--- src/rtl/perceptron_pkg.sv ---
// Shared types and arithmetic helpers for the perceptron trainer.
package perceptron_pkg;

    typedef enum logic [2:0] {IDLE, MAC, UPDATE, EPOCH, DONE} state_t;

    // Wide enough for N_DIM products plus the bias preset without overflow.
    function automatic int acc_width(input int data_w, input int w_w, input int n_dim);
        return data_w + w_w + $clog2(n_dim + 1);
    endfunction

    // Signed add clamped to the range of a w-bit two's-complement value.
    function automatic logic signed [31:0] sat_add(input logic signed [31:0] a,
                                                   input logic signed [31:0] b,
                                                   input int w);
        logic signed [32:0] sum;
        logic signed [32:0] hi;
        logic signed [32:0] lo;
        sum = 33'(a) + 33'(b);
        hi  = (33'sd1 <<< (w - 1)) - 33'sd1;
        lo  = -(33'sd1 <<< (w - 1));
        if (sum > hi) return hi[31:0];
        if (sum < lo) return lo[31:0];
        return sum[31:0];
    endfunction

endpackage

--- src/rtl/perceptron_trainer_if.sv ---
// Sample-load handshake between a host and the perceptron trainer.
interface perceptron_trainer_if #(
    parameter int N_DIM  = 2,
    parameter int DATA_W = 8
);
    logic                      load_valid;
    logic                      load_ready;
    logic [N_DIM*DATA_W-1:0]   load_x;
    logic                      load_label;

    modport master (output load_valid, load_x, load_label, input load_ready);
    modport slave  (input load_valid, load_x, load_label, output load_ready);
endinterface

--- src/rtl/perceptron_mac.sv ---
// Signed multiply-accumulate, one product per cycle; clr loads the preset
// (plus the current product when en is also high).
module perceptron_mac #(
    parameter int DATA_W = 8,
    parameter int W_W    = 8,
    parameter int ACC_W  = 18
) (
    input  logic                     clk,
    input  logic                     rst,
    input  logic                     clr,
    input  logic signed [ACC_W-1:0]  preset,
    input  logic                     en,
    input  logic signed [DATA_W-1:0] x,
    input  logic signed [W_W-1:0]    w,
    output logic signed [ACC_W-1:0]  acc
);
    localparam int PROD_W = DATA_W + W_W;

    logic signed [PROD_W-1:0] prod;
    assign prod = PROD_W'(x) * PROD_W'(w);

    // NOTE: state registers use non-blocking assignment so every flop samples pre-edge values.
    always_ff @(posedge clk) begin
        if (rst)
            acc <= '0;
        else if (clr)
            acc <= en ? preset + ACC_W'(prod) : preset;
        else if (en)
            acc <= acc + ACC_W'(prod);
    end
endmodule

--- src/rtl/perceptron_trainer.sv ---
// Perceptron trainer: sample buffer, training FSM and saturating weight update.
// Define PERCEPTRON_BIAS_EN to build with a trainable bias term.
module perceptron_trainer
    import perceptron_pkg::*;
#(
    parameter int N_DIM      = 2,
    parameter int N_SAMPLES  = 4,
    parameter int DATA_W     = 8,
    parameter int W_W        = 8,
    parameter int LR_SHIFT   = 0,
    parameter int MAX_EPOCHS = 15
) (
    input  logic                               clk,
    input  logic                               rst,
    perceptron_trainer_if.slave                load_bus,
    input  logic                               clear,
    input  logic                               start,
    output logic                               busy,
    output logic                               done,
    output logic                               converged,
    output logic [$clog2(MAX_EPOCHS+1)-1:0]    epoch_cnt,
    output logic [N_DIM*W_W-1:0]               weights,
    output logic [W_W-1:0]                     bias
);
    localparam int ACC_W = acc_width(DATA_W, W_W, N_DIM);
    localparam int CNT_W = $clog2(N_SAMPLES + 1);
    localparam int IDX_W = (N_SAMPLES > 1) ? $clog2(N_SAMPLES) : 1;
    localparam int DIM_W = (N_DIM > 1) ? $clog2(N_DIM) : 1;
    localparam int EP_W  = $clog2(MAX_EPOCHS + 1);
    localparam logic [DIM_W-1:0] LAST_DIM   = DIM_W'(N_DIM - 1);
    localparam logic [EP_W-1:0]  LAST_EPOCH = EP_W'(MAX_EPOCHS - 1);
    localparam logic [CNT_W-1:0] FULL       = CNT_W'(N_SAMPLES);

    state_t state, state_next;
    logic [CNT_W-1:0] n_loaded, sample_idx, err_cnt;
    logic [DIM_W-1:0] dim_idx;
    logic             load_fire, last_sample, y_hat, delta_pos, delta_neg, mis, upd_en;

    logic [N_DIM*DATA_W-1:0]  x_mem [N_SAMPLES];
    logic [N_SAMPLES-1:0]     label_mem;
    logic [N_DIM*DATA_W-1:0]  cur_x;
    logic                     cur_label;
    logic signed [DATA_W-1:0] x_d;
    logic signed [W_W-1:0]    w_q   [N_DIM];
    logic signed [W_W-1:0]    w_upd [N_DIM];
    logic signed [31:0]       term  [N_DIM];
    logic signed [ACC_W-1:0]  acc, preset;

    assign load_bus.load_ready = (state == IDLE) && (n_loaded != FULL);
    assign load_fire   = load_bus.load_valid && load_bus.load_ready && !clear;
    assign last_sample = (sample_idx == n_loaded - CNT_W'(1));
    assign cur_x       = x_mem[sample_idx[IDX_W-1:0]];
    assign cur_label   = label_mem[sample_idx[IDX_W-1:0]];
    assign x_d         = cur_x[dim_idx*DATA_W +: DATA_W];
    assign y_hat       = !acc[ACC_W-1] && (acc != '0);
    assign delta_pos   = cur_label && !y_hat;
    assign delta_neg   = !cur_label && y_hat;
    assign mis         = delta_pos || delta_neg;
    assign upd_en      = (state == UPDATE) && mis;

    always_ff @(posedge clk) begin
        if (rst) state <= IDLE;
        else     state <= state_next;
    end

    // NOTE: every always_comb output gets a default first so no path infers a latch.
    always_comb begin
        state_next = state;
        busy       = 1'b0;
        done       = 1'b0;
        case (state)
            IDLE:   if (start && !clear) state_next = (n_loaded == '0) ? DONE : MAC;
            MAC: begin
                busy = 1'b1;
                if (dim_idx == LAST_DIM) state_next = UPDATE;
            end
            UPDATE: begin
                busy       = 1'b1;
                state_next = last_sample ? EPOCH : MAC;
            end
            EPOCH: begin
                busy       = 1'b1;
                state_next = (err_cnt == '0 || epoch_cnt == LAST_EPOCH) ? DONE : MAC;
            end
            DONE: begin
                done       = 1'b1;
                state_next = IDLE;
            end
            default: state_next = IDLE;
        endcase
    end

    // NOTE: sample storage has no reset; n_loaded alone marks which entries are valid.
    always_ff @(posedge clk) begin
        if (load_fire) begin
            x_mem[n_loaded[IDX_W-1:0]]     <= load_bus.load_x;
            label_mem[n_loaded[IDX_W-1:0]] <= load_bus.load_label;
        end
    end

    always_ff @(posedge clk) begin
        if (rst) begin
            n_loaded   <= '0;
            sample_idx <= '0;
            dim_idx    <= '0;
            err_cnt    <= '0;
            epoch_cnt  <= '0;
            converged  <= 1'b0;
        end else begin
            case (state)
                IDLE: begin
                    if (clear) begin
                        n_loaded <= '0;
                    end else begin
                        if (load_fire) n_loaded <= n_loaded + CNT_W'(1);
                        if (start) begin
                            sample_idx <= '0;
                            dim_idx    <= '0;
                            err_cnt    <= '0;
                            epoch_cnt  <= '0;
                            converged  <= (n_loaded == '0);
                        end
                    end
                end
                MAC: dim_idx <= (dim_idx == LAST_DIM) ? '0 : dim_idx + DIM_W'(1);
                UPDATE: begin
                    if (mis) err_cnt <= err_cnt + CNT_W'(1);
                    sample_idx <= last_sample ? '0 : sample_idx + CNT_W'(1);
                end
                EPOCH: begin
                    epoch_cnt <= epoch_cnt + EP_W'(1);
                    if (err_cnt == '0)                converged <= 1'b1;
                    else if (epoch_cnt != LAST_EPOCH) err_cnt   <= '0;
                end
                default: ;
            endcase
        end
    end

    // All dimensions of the current sample are updated together in the UPDATE cycle.
    always_comb begin
        for (int d = 0; d < N_DIM; d++) begin
            term[d] = 32'($signed(cur_x[d*DATA_W +: DATA_W])) >>> LR_SHIFT;
            if (delta_neg) term[d] = -term[d];
            w_upd[d] = W_W'(sat_add(32'(w_q[d]), term[d], W_W));
        end
    end

    always_ff @(posedge clk) begin
        if (rst) begin
            for (int d = 0; d < N_DIM; d++) w_q[d] <= '0;
        end else if (upd_en) begin
            for (int d = 0; d < N_DIM; d++) w_q[d] <= w_upd[d];
        end
    end

    always_comb begin
        weights = '0;
        for (int d = 0; d < N_DIM; d++) weights[d*W_W +: W_W] = w_q[d];
    end

`ifdef PERCEPTRON_BIAS_EN
    logic signed [W_W-1:0] bias_q;

    always_ff @(posedge clk) begin
        if (rst)
            bias_q <= '0;
        else if (upd_en)
            bias_q <= W_W'(sat_add(32'(bias_q), delta_neg ? -32'sd1 : 32'sd1, W_W));
    end

    assign preset = ACC_W'(bias_q);
    assign bias   = bias_q;
`else
    assign preset = '0;
    assign bias   = '0;
`endif

    perceptron_mac #(
        .DATA_W (DATA_W),
        .W_W    (W_W),
        .ACC_W  (ACC_W)
    ) u_mac (
        .clk    (clk),
        .rst    (rst),
        .clr    ((state == MAC) && (dim_idx == '0)),
        .preset (preset),
        .en     (state == MAC),
        .x      (x_d),
        .w      (w_q[dim_idx]),
        .acc    (acc)
    );
endmodule

--- src/flat_wrapper.sv ---
// flat-port wrapper written by rule: the top's interface ports become plain ports
module perceptron_trainer_flat import perceptron_pkg::*;
#(
    parameter int N_DIM      = 2,
    parameter int N_SAMPLES  = 4,
    parameter int DATA_W     = 8,
    parameter int W_W        = 8,
    parameter int LR_SHIFT   = 0,
    parameter int MAX_EPOCHS = 15
)
  (clk, rst, clear, start, busy, done, converged, epoch_cnt, weights, bias, load_bus_load_valid, load_bus_load_x, load_bus_load_label, load_bus_load_ready);
  perceptron_trainer_if #(.N_DIM(N_DIM), .DATA_W(DATA_W)) load_bus_i ();
  input  logic clk;
  input  logic rst;
  input  logic clear;
  input  logic start;
  output logic busy;
  output logic done;
  output logic converged;
  output logic [$clog2(MAX_EPOCHS+1)-1:0] epoch_cnt;
  output logic [N_DIM*W_W-1:0] weights;
  output logic [W_W-1:0] bias;
  input wire logic [$bits(load_bus_i.load_valid)-1:0] load_bus_load_valid;
  input wire logic [$bits(load_bus_i.load_x)-1:0] load_bus_load_x;
  input wire logic [$bits(load_bus_i.load_label)-1:0] load_bus_load_label;
  output wire logic [$bits(load_bus_i.load_ready)-1:0] load_bus_load_ready;
  assign load_bus_i.load_valid = load_bus_load_valid;
  assign load_bus_i.load_x = load_bus_load_x;
  assign load_bus_i.load_label = load_bus_load_label;
  assign load_bus_load_ready = load_bus_i.load_ready;
  perceptron_trainer #(.N_DIM(N_DIM), .N_SAMPLES(N_SAMPLES), .DATA_W(DATA_W), .W_W(W_W), .LR_SHIFT(LR_SHIFT), .MAX_EPOCHS(MAX_EPOCHS)) u_core (.clk(clk), .rst(rst), .load_bus(load_bus_i), .clear(clear), .start(start), .busy(busy), .done(done), .converged(converged), .epoch_cnt(epoch_cnt), .weights(weights), .bias(bias));
endmodule
--- config.mk ---
export PLATFORM = sky130hd
export DESIGN_NAME = perceptron_trainer_flat
export DESIGN_NICKNAME = d
export VERILOG_FILES = /design/src/rtl/perceptron_pkg.sv /design/src/rtl/perceptron_trainer_if.sv /design/src/rtl/perceptron_mac.sv /design/src/rtl/perceptron_trainer.sv /design/src/flat_wrapper.sv
export SDC_FILE = /design/constraint.sdc
export NUM_CORES = 1
export LEC_CHECK = 0
export ABC_AREA = 0
export CORE_ASPECT_RATIO = 0.5
export CORE_MARGIN = 10
export CORE_UTILIZATION = 45
export DETAILED_ROUTE_END_ITERATION = 8
export PLACE_DENSITY_LB_ADDON = 0.08
export SLEW_MARGIN = 10
export SYNTH_ARGS = -nofsm -noshare
export SYNTH_HDL_FRONTEND = slang
export SYNTH_SLANG_ARGS = --single-unit
export TNS_END_PERCENT = 100
--- constraint.sdc ---
create_clock -name clk -period 17.9 [get_ports clk]
set_clock_uncertainty 0.05 [all_clocks]
set_input_delay 3.58 -clock clk [delete_from_list [all_inputs] [get_ports clk]]
set_output_delay 3.58 -clock clk [all_outputs]
set_load 0.005 [all_outputs]
### After elaboration in Yosys (flattened, before gate mapping)

Memory sizes are Yosys's and may differ from the RTL's. A register that Yosys moved wholly into a read port is not among the register bits.
Index checks and enable logic that the tools add are counted.

* add/sub/neg operators: 11
* multiply operators: 1
* divide/modulo/power cells: 0
* order comparisons: 7
* equality and inequality tests: 16
* shift operators: 1
* mux-type cells: 66
* bitwise logic cells: 3
* reductions and logical operators: 34

Operators with widths (count)
* 8-bit 2-to-1 mux: 10
* 8-bit by 32-bit adder with 33-bit output: 2
* 33-bit by 8-bit greater-than comparator with 1-bit output (second input constant): 2
* 33-bit by 8-bit less-than comparator with 1-bit output (second input constant): 2
* 32-bit 2-to-1 mux: 2
* 8-bit negator with 32-bit output: 2
* 18-bit 2-to-1 mux: 3
* 3-bit 2-to-1 mux: 12
* 1-bit 2-to-1 mux: 25
* 18-bit by 16-bit adder with 18-bit output: 1
* 18-bit nonzero test: 1
* 8-bit by 8-bit multiplier with 16-bit output: 1
* 16-bit by 5-bit indexed part select with 8-bit output: 1
* 3-bit one-hot mux with 4 select lines: 1
* 1-bit logical AND: 10
* 2-bit nonzero test: 5
* 3-bit by 1-bit adder with 3-bit output (second input constant): 3
* 3-bit logical NOT: 3
* 3-bit one-hot mux with 3 select lines: 1
* 3-bit AND reduction: 3
* 4-bit 2-to-1 mux: 2
* 2-bit by 1-bit != test with 1-bit output (second input constant): 4
* 2-bit != test (second input constant): 4
* 4-bit one-hot mux with 2 select lines: 1
* other kinds (27): 38

* register bits after elaboration: 40
* latch bits: 0
* bits in writable memories: 80
* bits in read-only memories: 0
* input port bits: 22
* output and inout bits: 32
* logic and storage cells: 150
* memories kept: 2

Memory list
* u_core.x_mem: words 4, bits a word 16, read ports 1, clocked after Yosys merged registers in 1, write ports 1, line perceptron_trainer.sv:39 `logic [N_DIM*DATA_W-1:0] x_mem [N_SAMPLES];`
* u_core.w_q: words 2, bits a word 8, read ports 3, clocked after Yosys merged registers in 1, write ports 2, line perceptron_trainer.sv:44 `logic signed [W_W-1:0] w_q [N_DIM];`

### Depth between registers and ports, before layout

Gate-level depths: netlist (run 1).

* depth in word-level cells: 12
* depth in mapped cells: 30
* gate-level depth less buffers: 28

### Cells and area by module

From an unflattened synthesis (run 1), not the netlist that was laid out.

* cell total of the unflattened synthesis: 1563
* area, all modules: 13979.7 um2

Modules (own cells, without submodules)
* perceptron_trainer: instances 1, cells an instance 993, area each 8974.9 um2, seq. area each 2942.8 um2
* perceptron_mac: instances 1, cells an instance 570, area each 5004.8 um2, seq. area each 360.3 um2

### Least setup slack after synthesis (run 1)

No wires, ideal clock.

* kind: register to register
* start: register (tool-made name)
* end: register u_core.u_mac.acc[17]
* library setup time: 0.081 ns
* arrival: 7.290 ns
* data required time: 17.769 ns
* setup slack: 10.479 ns
* cell stages (with the launch flop): 28
* buffers on the path: 2
* clock period less this slack: 7.421 ns
* cells stage by stage: dfxtp_1 -> clkbuf_1 -> buf_1 -> mux4_2 -> mux2i_1 -> nand2_1 -> fa_1 -> fa_1 -> inv_1 -> fa_1 -> inv_1 -> fa_1 -> inv_1 -> ha_1 -> a21oi_1 -> o21ai_0 -> a21o_1 -> a21o_1 -> a21oi_1 -> xnor2_1 -> ha_1 -> a21o_1 -> a21oi_1 -> o21a_1 -> nor2b_1 -> o21ai_0 -> mux4_2 -> a41oi_1

RTL lines
* end signal: assignment: line perceptron_mac.sv:27 `acc <= en ? preset + ACC_W'(prod) : preset;`
* end signal: assignment: line perceptron_mac.sv:29 `acc <= acc + ACC_W'(prod);`
* end: declaration: line perceptron_mac.sv:15 `output logic signed [ACC_W-1:0] acc`

==> results.txt, run 1 <==
Endpoints failing setup - 0
Congestion Overflow GR - 0
Maxcap violations - 0
Syn Area/Cell - 8.94 um2
Final Wtd Congestion - 0.876
Power Dens Cells - 114 nW/um2
ANT cells - 0
Post-synth EDFFs - 84
Vias per cell - 5.68
Fmax - 0.130 GHz
Rel. slew slack - 0.318
Total wire length - 33600 um
# IOs - 54
DIE AREA - 36300 um2
Gr usage total - 0.180
Nature of the critical path endpoint - register
Vias in the first global route - 10210
Flops & latches, synth - 123
Clock power frac - 0.215
H-tree depth - 4
Most frequent cells in the layout - nor2_1, ha_1, inv_1, nand2_1, a21oi_1
Startpoint types - register
Die width - 260 um
Sw power - 0.704 mW
CTS buffer count - 17
Post-CTS Setup Inserts - 0
Setup TNS - 0 ns
DP Area - 13600 um2
Cells after synthesis - 1448
P_leak - 5.95 nW
Final Net Count - 1676
Number of cell rows - 43
Initial Utilization - 0.462
Part of the power in registers - 0.197
Unrepaired setup endpoints after global routing - no
Cell variety after synth - 91
Core area - 28000 um2
Area added between synthesis and finish - 10.0%
Clock root buffer - clkbuf_16
Die height - 140 um
Routed Antenna Nets - 0
R2r setup slk - 10.22 ns
Tcrit/Tclk final - 0.429
Critical Path Fanout Max - 16
Critical path required time - 18.20 ns
Least-Margin Pin Slew - 0.994 ns
Combinational power share - 0.588
WS Path Type - register to register
Sequential area share after synthesis - 0.255
Top-area cell type share of the netlist area - 0.195
Residual DRC count - 0
PortBufs - 45
Area leader, netlist - edfxtp_1
Final Max Tran Viols - 0
CP arrival - 7.99 ns
Fill count - 2661
CTS resizes - 0
Post-DR wirelength/cell - 18.1 um
Commonest non-fill, non-tap cell in the layout - nor2_1
Post-CTS Hold Fix Bufs - 0
Internal Power - 0.917 mW
Final min period - 7.68 ns
Worst path slowest cell - dfxtp_2
Clock sink count - 123
Clk Latency, worst-skew pair - 0.43 ns
Synth Flop Type - edfxtp_1
Status - finished, final reports clean
Worst path bufs/invs - 4
CTS tree - built
Hold Vio Cnt, Final - 0
CP peak stage delay - 0.71 ns
Largest net degree at the start of global routing - 40
Async S/R FF share, synth - 0
Clock-pin slew on the worst setup and hold paths - 0.06 ns
Pre-antenna DRT Iters - 7
Peak supply drop - 62.1 uV
First-pass GRT wire length - 53900 um
Share of cells above drive strength 1 - 0.0704
Synth top area cells - edfxtp_1, ha_1, fa_1
Max clock buf depth - 2
Fin area - 14200 um2
Delay-heaviest family, CP - adder cells
Initial antenna violation count - 0
Cell area after synthesis - 12900 um2
Worst Hold Class - register to register
DR vias - 10568
Sw frac - 0.434
Post-detail-place hpwl - 26100 um
Yosys warning total - 0
DRT iter0 DRCs - 825
## final timing paths
path              depth (start not counted)                   end                 from
setup / recovery                         26  u_core.u_mac.acc[17]             register
hold reg to reg                           2   u_core.u_mac.acc[6]  u_core.u_mac.acc[6]
hold / removal                            2   u_core.u_mac.acc[6]  u_core.u_mac.acc[6]
setup reg to reg                         26  u_core.u_mac.acc[17]             register
## cells by family (layout without fill, tap and decap cells)
logic type      after synthesis  after routing  synth area share
compound gates              348            348             0.179
xor+xnor                     89             89            0.0602
fa+ha+maj                   189            189             0.216
buf+inv                     187            210            0.0606
flops                       123            123             0.255
mux                          52             52            0.0578
other cells                   1              8          0.000290
simple gates                459            459             0.171
## cell type report
cell class | instances | area, um2 | area share
sequential | 123 | 3300 | 0.232
clock buffer | 21 | 450 | 0.0316
multi-input combinational | 1145 | 8880 | 0.624
timing repair buffer | 52 | 503 | 0.0353
tap | 382 | 478 | 0.0336
inverter | 126 | 473 | 0.0332
clock inverter | 11 | 145 | 0.0102
## sequential cells by signal, indices dropped and copies added, names as in the netlist, named ones only
signal,cells
u_core.sample_idx,3
u_core.w_q,16
u_core.x_mem,64
u_core.converged,1
u_core.u_mac.acc,18
u_core.n_loaded,3
u_core.dim_idx,1
u_core.state,3
u_core.err_cnt,3
u_core.epoch_cnt,4
u_core.label_mem,4
## synthesized netlist by cell type, types with 4 or more instances
| library cell | instances |
|---|---|
| nor4_1 | 10 |
| xor2_1 | 27 |
| nor2b_1 | 8 |
| clkbuf_1 | 37 |
| buf_4 | 11 |
| dfxtp_1 | 39 |
| mux4_2 | 18 |
| inv_1 | 124 |
| and3_1 | 11 |
| nand4_1 | 10 |
| a21oi_1 | 89 |
| o21a_1 | 19 |
| edfxtp_1 | 84 |
| fa_1 | 58 |
| a211oi_1 | 25 |
| a31oi_1 | 11 |
| o21ai_0 | 76 |
| mux2i_1 | 32 |
| ha_1 | 131 |
| nor3_1 | 26 |
| nand3_1 | 32 |
| or3_1 | 11 |
| o31ai_1 | 4 |
| nand2_1 | 123 |
| or2_2 | 21 |
| nor2_1 | 139 |
| o211ai_1 | 9 |
| buf_2 | 6 |
| o21ai_1 | 5 |
| nand3b_1 | 4 |
| a22oi_1 | 4 |
| xnor2_1 | 62 |
| o21bai_1 | 12 |
| a311oi_1 | 6 |
| nand2b_1 | 22 |
| a31o_2 | 8 |
| a21o_1 | 30 |
| and2_1 | 20 |
## per-stage QoR
step | hold slack, ns | setup slack [ns] | total power, mW | util | instances
detailed placement | 0.433 | 9.80 | 1.26 | 0.487 | 1828
floorplan | 0.404 | 10.48 | 1.07 | - | 1455
CTS | 0.443 | 9.79 | 1.62 | 0.508 | 1860
finish | 0.444 | 10.22 | 1.62 | 0.508 | 1860
global route | 0.475 | 9.62 | 1.75 | 0.508 | 1860
global placement | 0.426 | 10.03 | 1.25 | 0.487 | 1828
## worst min-delay path, delay by kind of cell, from the launching register on
family,cells,cell delay [ns]
compound gates,1,0.06
simple gates,1,0.06
flops,1,0.33
## per-layer routing
layer	up-vias	wire length, um	track usage
li1	5191	-	-
met1	5124	16000	0.247
met2	224	15500	0.287
met5	-	0	0
met4	0	422	0.0422
met3	29	1670	0.0360
## power by group through the flow
stage / sequential (mW) / combinational [mW] / clock (mW)
after floorplan: 0.322 / 0.748 / 0
after CTS: 0.319 / 0.948 / 0.356
after global routing: 0.320 / 1.06 / 0.369
after global placement: 0.325 / 0.929 / 0
after detailed placement: 0.325 / 0.938 / 0
final: 0.319 / 0.953 / 0.349
No activity file was read; power rests on OpenSTA's default activity.
==> run 2, diff against run 1 <==
- clock period: 17.9 -> 7.2 ns (I/O delays scaled with it)
==> run 2 against run 1 <==
Net effect: critical path type unchanged; combinational power rose to 2.5 times the previous value; setup slack worse by 9.8 ns; first-iteration DRC count down 12%.
==> results.txt, run 2 (synthesis gave the netlist of run 1 again) <==
Status - finished, final reports clean (unchanged)
Dpl cells - 1849 (was 1828)
Global routing's busiest layer - met2 (unchanged)
Worst R2R End - u_core.u_mac.acc[17] (unchanged)
Gr usage total - 0.185 (was 0.180)
Share of cells above drive strength 1 - 0.0898 (was 0.0704)
Congestion Overflow GR - 0 (unchanged)
Nature of the critical path endpoint - register (unchanged)
Largest net degree at the start of global routing - 40 (unchanged)
# IOs - 54 (unchanged)
Max clock buf depth - 2 (unchanged)
Startpoint types - register (unchanged)
Fill count - 2648 (was 2661)
Internal Power - 2.31 mW (was 0.917 mW)
Die height - 140 um (unchanged)
Clock-pin slew on the worst setup and hold paths - 0.06 ns (about the same)
Part of the power in registers - 0.193 (was 0.197)
Crit path depth - 27 (was 26)
Sw power - 1.79 mW (was 0.704 mW)
Post-detail-place hpwl - 26500 um (was 26100 um)
Worst path bufs/invs - 5 (was 4)
Post-DR wirelength/cell - 18.2 um (was 18.1 um)
Die width - 260 um (unchanged)
Final core utilization - 0.516 (was 0.508)
Least-Margin Pin Slew - 0.989 ns (was 0.994 ns)
Core area - 28000 um2 (unchanged)
First-pass GRT wire length - 54800 um (was 53900 um)
Post-CTS Hold Fix Bufs - 0 (unchanged)
ANT cells - 0 (unchanged)
Setup TNS - 0 ns (unchanged)
WS Path Type - register to register (unchanged)
CP arrival - 7.06 ns (was 7.99 ns)
Clock root buffer - clkbuf_16 (unchanged)
Worst r2r path cells - 27 (was 26)
GRT met1 Usage - 0.256 (was 0.247)
R2r setup slk - 0.44 ns (was 10.22 ns)
Tcrit/Tclk final - 0.939 (was 0.429)
CTS tree - built (unchanged)
Total wire length - 34200 um (was 33600 um)
DRT iter0 DRCs - 724 (was 825)
Power Dens Cells - 284 nW/um2 (was 114 nW/um2)
DR vias - 10620 (was 10568)
Sw frac - 0.437 (was 0.434)
Most frequent cells in the layout - nor2_1, ha_1, inv_1, nand2_1, a21oi_1 (unchanged)
Combinational power share - 0.593 (was 0.588)
Critical Path Fanout Max - 8 (was 16)
P_leak - 6.08 nW (was 5.95 nW)
Peak supply drop - 140 uV (was 62.1 uV)
Fmax - 0.148 GHz (was 0.130 GHz)
Area added between synthesis and finish - 11.9% (was 10.0%)
Hold Vio Cnt, Final - 0 (unchanged)
Delay-heaviest family, CP - adder cells (unchanged)
Unrepaired setup endpoints after global routing - no (unchanged)
CP peak stage delay - 0.57 ns (was 0.71 ns)
Routed Antenna Nets - 0 (unchanged)
Commonest non-fill, non-tap cell in the layout - nor2_1 (unchanged)
Initial antenna violation count - 1 (was 0)
Worst path slowest cell - mux4_2 (was dfxtp_2)
Final Wtd Congestion - 0.892 (was 0.876)
DIE AREA - 36300 um2 (unchanged)
Multi-input gate area - 8900 um2 (was 8880 um2)
PortBufs - 45 (unchanged)
Final Max Tran Viols - 0 (unchanged)
Number of cell rows - 43 (unchanged)
Pre-antenna DRT Iters - 5 (was 7)
Maxcap violations - 0 (unchanged)
Clock power frac - 0.214 (was 0.215)
Residual DRC count - 0 (unchanged)
Critical path capture point - u_core.u_mac.acc[17] (unchanged)
Post-Layout Cell Count - 1885 (was 1860)
Vias in the first global route - 10240 (was 10210)
Seq. cell area - 3300 um2 (unchanged)
Critical Path Most Common Cell - fa_1
Clock sink count - 123 (unchanged)
Grt met2 use - 0.290 (was 0.287)
Critical path required time - 7.50 ns (was 18.20 ns)
Final Net Count - 1701 (was 1676)
GR Util met3 - 0.0366 (was 0.0360)
Worst Hold Class - register to register (unchanged)
Fin worst setup slack - 0.442 ns (was 10.22 ns)
Final min period - 6.76 ns (was 7.68 ns)
CTS buffer count - 17 (unchanged)
H-tree depth - 4 (unchanged)
Largest register FFs - 64 (unchanged)
DP Worst Slack - 0.308 ns (was 9.80 ns)
Rel. slew slack - 0.335 (was 0.318)
Vias per cell - 5.63 (was 5.68)
Endpoints failing setup - 0 (unchanged)
Initial Utilization - 0.462 (unchanged)
Overall power - 4.11 mW (was 1.62 mW)
Clk Latency, worst-skew pair - 0.42 ns (was 0.43 ns)
==> run 2: area by class of cell <==
type,instances,share of cell area
sequential,123,0.228
clock buffer,19,0.0299
inverter,126,0.0327
timing repair buffer,77,0.0498
multi-input combinational,1145,0.615
clock inverter,13,0.0116
tap,382,0.0330
==> run 2: stage by stage <==
stage                     area [um2]  hold WS (ns)
after global routing           14500         0.461
after global placement         13800         0.422
after CTS                      14400         0.440
after floorplan                13000         0.404
final                          14500         0.433
after detailed placement       13800         0.430
==> run 2: routing by layer <==
metal / vias to the layer above / share of wire / wire (um)
met2: 222 / 0.46 / 15600
met1: 5131 / 0.48 / 16600
li1: 5243 / - / -
met5: - / 0 / 0
met4: 0 / 0.011 / 378
met3: 24 / 0.050 / 1710
==> run 2: worst min-delay path by stage <==
stage / start / end / slack, ns / cells past startpoint
floorplan: u_core.u_mac.acc[6] / u_core.u_mac.acc[6] / 0.40 / 2
global placement: u_core.u_mac.acc[6] / u_core.u_mac.acc[6] / 0.42 / 2
detailed placement: u_core.err_cnt[1] / u_core.err_cnt[1] / 0.43 / 2
CTS: u_core.u_mac.acc[6] / u_core.u_mac.acc[6] / 0.44 / 2
global route: u_core.u_mac.acc[6] / u_core.u_mac.acc[6] / 0.46 / 2
finish: u_core.u_mac.acc[6] / u_core.u_mac.acc[6] / 0.43 / 2
==> run 2: power groups by stage <==
stage	Combinational (mW)	Sequential, mW	Clock, mW
floorplan	1.86	0.801	0
global route	2.72	0.795	0.928
global placement	2.34	0.808	0
CTS	2.39	0.793	0.894
finish	2.43	0.793	0.880
detailed placement	2.37	0.808	0
==> run 2: repair_timing <==
item	CTS	global route
setup buffers	0	3
endpoints found under the setup margin	0	3
gates resized for setup	0	7
==> run 2: worst register-to-register path, delay by kind of cell (launching register included) <==
kind / cells / cell delay (ns)
flip-flops: 1 / 0.38
AND/OR/NAND/NOR: 2 / 0.17
multiplexers: 3 / 1.05
buffers and inverters: 5 / 0.53
adder cells (fa/ha/maj): 6 / 2.71
AO/OA/AOI/OAI: 10 / 1.62
XOR/XNOR: 1 / 0.19
==> run 3, diff against run 2 <==
- SYNTH_HIERARCHICAL: not set -> 1
==> run 3 against run 2 <==
Net effect: power grew 21%; critical endpoint is now u_core/u_mac/acc[17]; sequential share of layout area is 2.0 points lower; die area increased by 7.1%; synthesized cell count grew 7.9%; cell count is 11% higher; non-clock buffer count grew 9; maximum frequency decreased by 2.3%; wire length increased by 12%; first-iteration DRC count rose by 13%; highest routed layer unchanged; via count up 12%.
==> results.txt, run 3 <==
Vias per cell - 5.68 (was 5.63)
Power Dens Cells - 313 nW/um2 (was 284 nW/um2)
Routed Antenna Nets - 0 (unchanged)
Post-Layout Cell Count - 2094 (was 1885)
Status - finished, final reports clean (unchanged)
Flops & latches, synth - 123 (unchanged)
Largest family of logic cells by synthesized area - adder cells (unchanged)
Peak supply drop - 151 uV (was 140 uV)
Seq. cell area - 3310 um2 (was 3300 um2)
Clock-pin slew on the worst setup and hold paths - 0.07 ns (was 0.06 ns)
Cells after synthesis - 1563 (was 1448)
Number of cell rows - 45 (was 43)
Post-detail-place hpwl - 30200 um (was 26500 um)
Largest net degree at the start of global routing - 41 (was 40)
Overall power - 4.96 mW (was 4.11 mW)
Initial Utilization - 0.459 (was 0.462)
Synth Area in Simple Gates - 0.180 (was 0.171)
DP Worst Slack - -0.0390 ns (was 0.308 ns)
Mux cell area share after synthesis - 0.0622 (was 0.0578)
Final core utilization - 0.521 (was 0.516)
Worst path slowest cell - fa_1 (was mux4_2)
Yosys warning total - 6 (was 0)
Critical path required time - 7.46 ns (was 7.50 ns)
Clk Latency, worst-skew pair - 0.45 ns (was 0.42 ns)
Post-DR wirelength/cell - 18.4 um (was 18.2 um)
Final Net Count - 1881 (was 1701)
Worst r2r path cells - 28 (was 27)
Post-CTS Hold Fix Bufs - 0 (unchanged)
WS Path Type - register to register (unchanged)
Area leader, netlist - edfxtp_1 (unchanged)
Startpoint types - register (unchanged)
Congestion Overflow GR - 0 (unchanged)
Fin worst setup slack - 0.282 ns (was 0.442 ns)
Synth top area cells - edfxtp_1, ha_1, fa_1 (unchanged)
Gr usage total - 0.196 (was 0.185)
# IOs - 54 (unchanged)
Final Max Tran Viols - 0 (unchanged)
Post-synth EDFFs - 84 (unchanged)
First-pass GRT wire length - 61500 um (was 54800 um)
Top-area cell type share of the netlist area - 0.180 (was 0.195)
DRT iter0 DRCs - 820 (was 724)
Die width - 269 um (was 260 um)
Fmax - 0.145 GHz (was 0.148 GHz)
Pre-antenna DRT Iters - 7 (was 5)
Clock root buffer - clkbuf_16 (unchanged)
Max clock buf depth - 2 (unchanged)
Area added between synthesis and finish - 13.4% (was 11.9%)
Endpoints failing setup - 0 (unchanged)
Sequential area share after synthesis - 0.236 (was 0.255)
Min Hold Slack - 0.446 ns (was 0.433 ns)
Critical Path Fanout Max - 8 (unchanged)
Syn Area/Cell - 8.94 um2 (about the same)
Hold Vio Cnt, Final - 0 (unchanged)
Async S/R FF share, synth - 0 (unchanged)
Leading cell types by count after synthesis - ha_1, nand2_1, inv_1 (was nor2_1, ha_1, inv_1)
Residual DRC count - 0 (unchanged)
Least-Margin Pin Slew - 1.09 ns (was 0.989 ns)
Post-Synth XOR/XNOR Area - 0.0633 (was 0.0602)
CTS tree - built (unchanged)
DIE AREA - 38900 um2 (was 36300 um2)
Vias in the first global route - 11425 (was 10240)
Initial antenna violation count - 0 (was 1)
Synth Flop Type - edfxtp_1 (unchanged)
Most frequent cells in the layout - nand2_1, ha_1, inv_1, nor2_1, a21oi_1 (was nor2_1, ha_1, inv_1, nand2_1, a21oi_1)
Tcrit/Tclk final - 0.961 (was 0.939)
P_leak - 6.56 nW (was 6.08 nW)
Core area - 30500 um2 (was 28000 um2)
CP arrival - 7.18 ns (was 7.06 ns)
Clock sink count - 123 (unchanged)
Largest register FFs - 64 (unchanged)
Final Wtd Congestion - 0.924 (was 0.892)
Cell area after synthesis - 14000 um2 (was 12900 um2)
Dpl cells - 2053 (was 1849)
Worst Hold Class - register to register (unchanged)
Total wire length - 38500 um (was 34200 um)
Synth Area in Compound Gates - 0.188 (was 0.179)
ANT cells - 0 (unchanged)
Nature of the critical path endpoint - register (unchanged)
CP peak stage delay - 0.54 ns (was 0.57 ns)
PortBufs - 45 (unchanged)
CTS buffer count - 17 (unchanged)
DR vias - 11896 (was 10620)
Hold Path Cell Cnt - 2 (unchanged)
Multi-input gate area - 10100 um2 (was 8900 um2)
Die height - 145 um (was 140 um)
H-tree depth - 4 (unchanged)
Share of cells above drive strength 1 - 0.0963 (was 0.0898)
Cell variety after synth - 88 (was 91)
Synth Area in Adders - 0.212 (was 0.216)
Maxcap violations - 0 (unchanged)
Fill count - 2828 (was 2648)
Final min period - 6.92 ns (was 6.76 ns)
Commonest non-fill, non-tap cell in the layout - nand2_1 (was nor2_1)
Rel. slew slack - 0.277 (was 0.335)
-- run 3: cell types whose count changed after synthesis, moves of 12 or more --
cell     previous run  this run
o21ai_0            76        89
or2_2              21         4
nor2b_1             8        25
nand2_1           123       142
nor2_1            139       102
and2_1             20        53
mux2i_1            32         7
a21oi_1            89       101
xnor2_1            62        74
-- run 3: metrics by stage --
stage	setup TNS (ns)	cell area (um2)
2_1_floorplan	0	14200
3_3_place_gp	0	15100
3_5_place_dp	-0.0390	15100
4_1_cts	0	15700
5_1_grt	-0.0492	15900
6_report	0	15900
-- run 3: logic make-up (layout without fill, tap and decap cells) --
kind of cell    after synthesis  count (layout)
mux                          49              49
other cells                   1              47
xor+xnor                    101             101
flops                       123             123
compound gates              399             399
buf+inv                     187             249
fa+ha+maj                   201             201
simple gates                502             502
-- run 3: per-layer routing --
metal  part of all wire  GRT usage  vias to the layer above
li1                   -          -                     5812
met1               0.48      0.266                     5764
met2               0.46      0.321                      288
met3              0.050     0.0351                       32
met4              0.013     0.0453                        0
met5                  0          0                        -
-- run 3: worst paths after layout --
kind,from,to,slack (ns)
max reg2reg,register,u_core/u_mac/acc[17],0.28
min,u_core/err_cnt[1],u_core/err_cnt[1],0.45
max,register,u_core/u_mac/acc[17],0.28
min reg2reg,u_core/err_cnt[1],u_core/err_cnt[1],0.45
-- run 3: cell type report --
cell class | instances | area share
clock buffer | 17 | 0.0268
clock inverter | 15 | 0.0111
inverter | 131 | 0.0310
multi-input combinational | 1299 | 0.639
sequential | 123 | 0.209
tap | 423 | 0.0334
timing repair buffer | 86 | 0.0505
-- run 3: worst max-delay path, delay by kind of cell, from the launching register on --
family	cells	cell delay (ns)
DFF	1	0.39
AOI/OAI and AO/OA	10	1.61
adders and majority gates	6	2.77
and+or+nand+nor	3	0.40
buffers and inverters	5	0.35
muxes	2	0.88
xor gates and xnor gates	2	0.34
-- run 3: power by group --
group | total (mW) | leakage, nW | internal, mW | switching, mW
Clock | 0.884 | 0.293 | 0.496 | 0.389
Sequential | 0.789 | 1.10 | 0.773 | 0.0165
Combinational | 3.29 | 5.17 | 1.38 | 1.91
-- run 3: timing repair --
item,CTS,global route
endpoints found under the setup margin,1,7
gates resized for setup,4,21
cloned,0,1
pin swaps,1,7
setup buffers,0,8
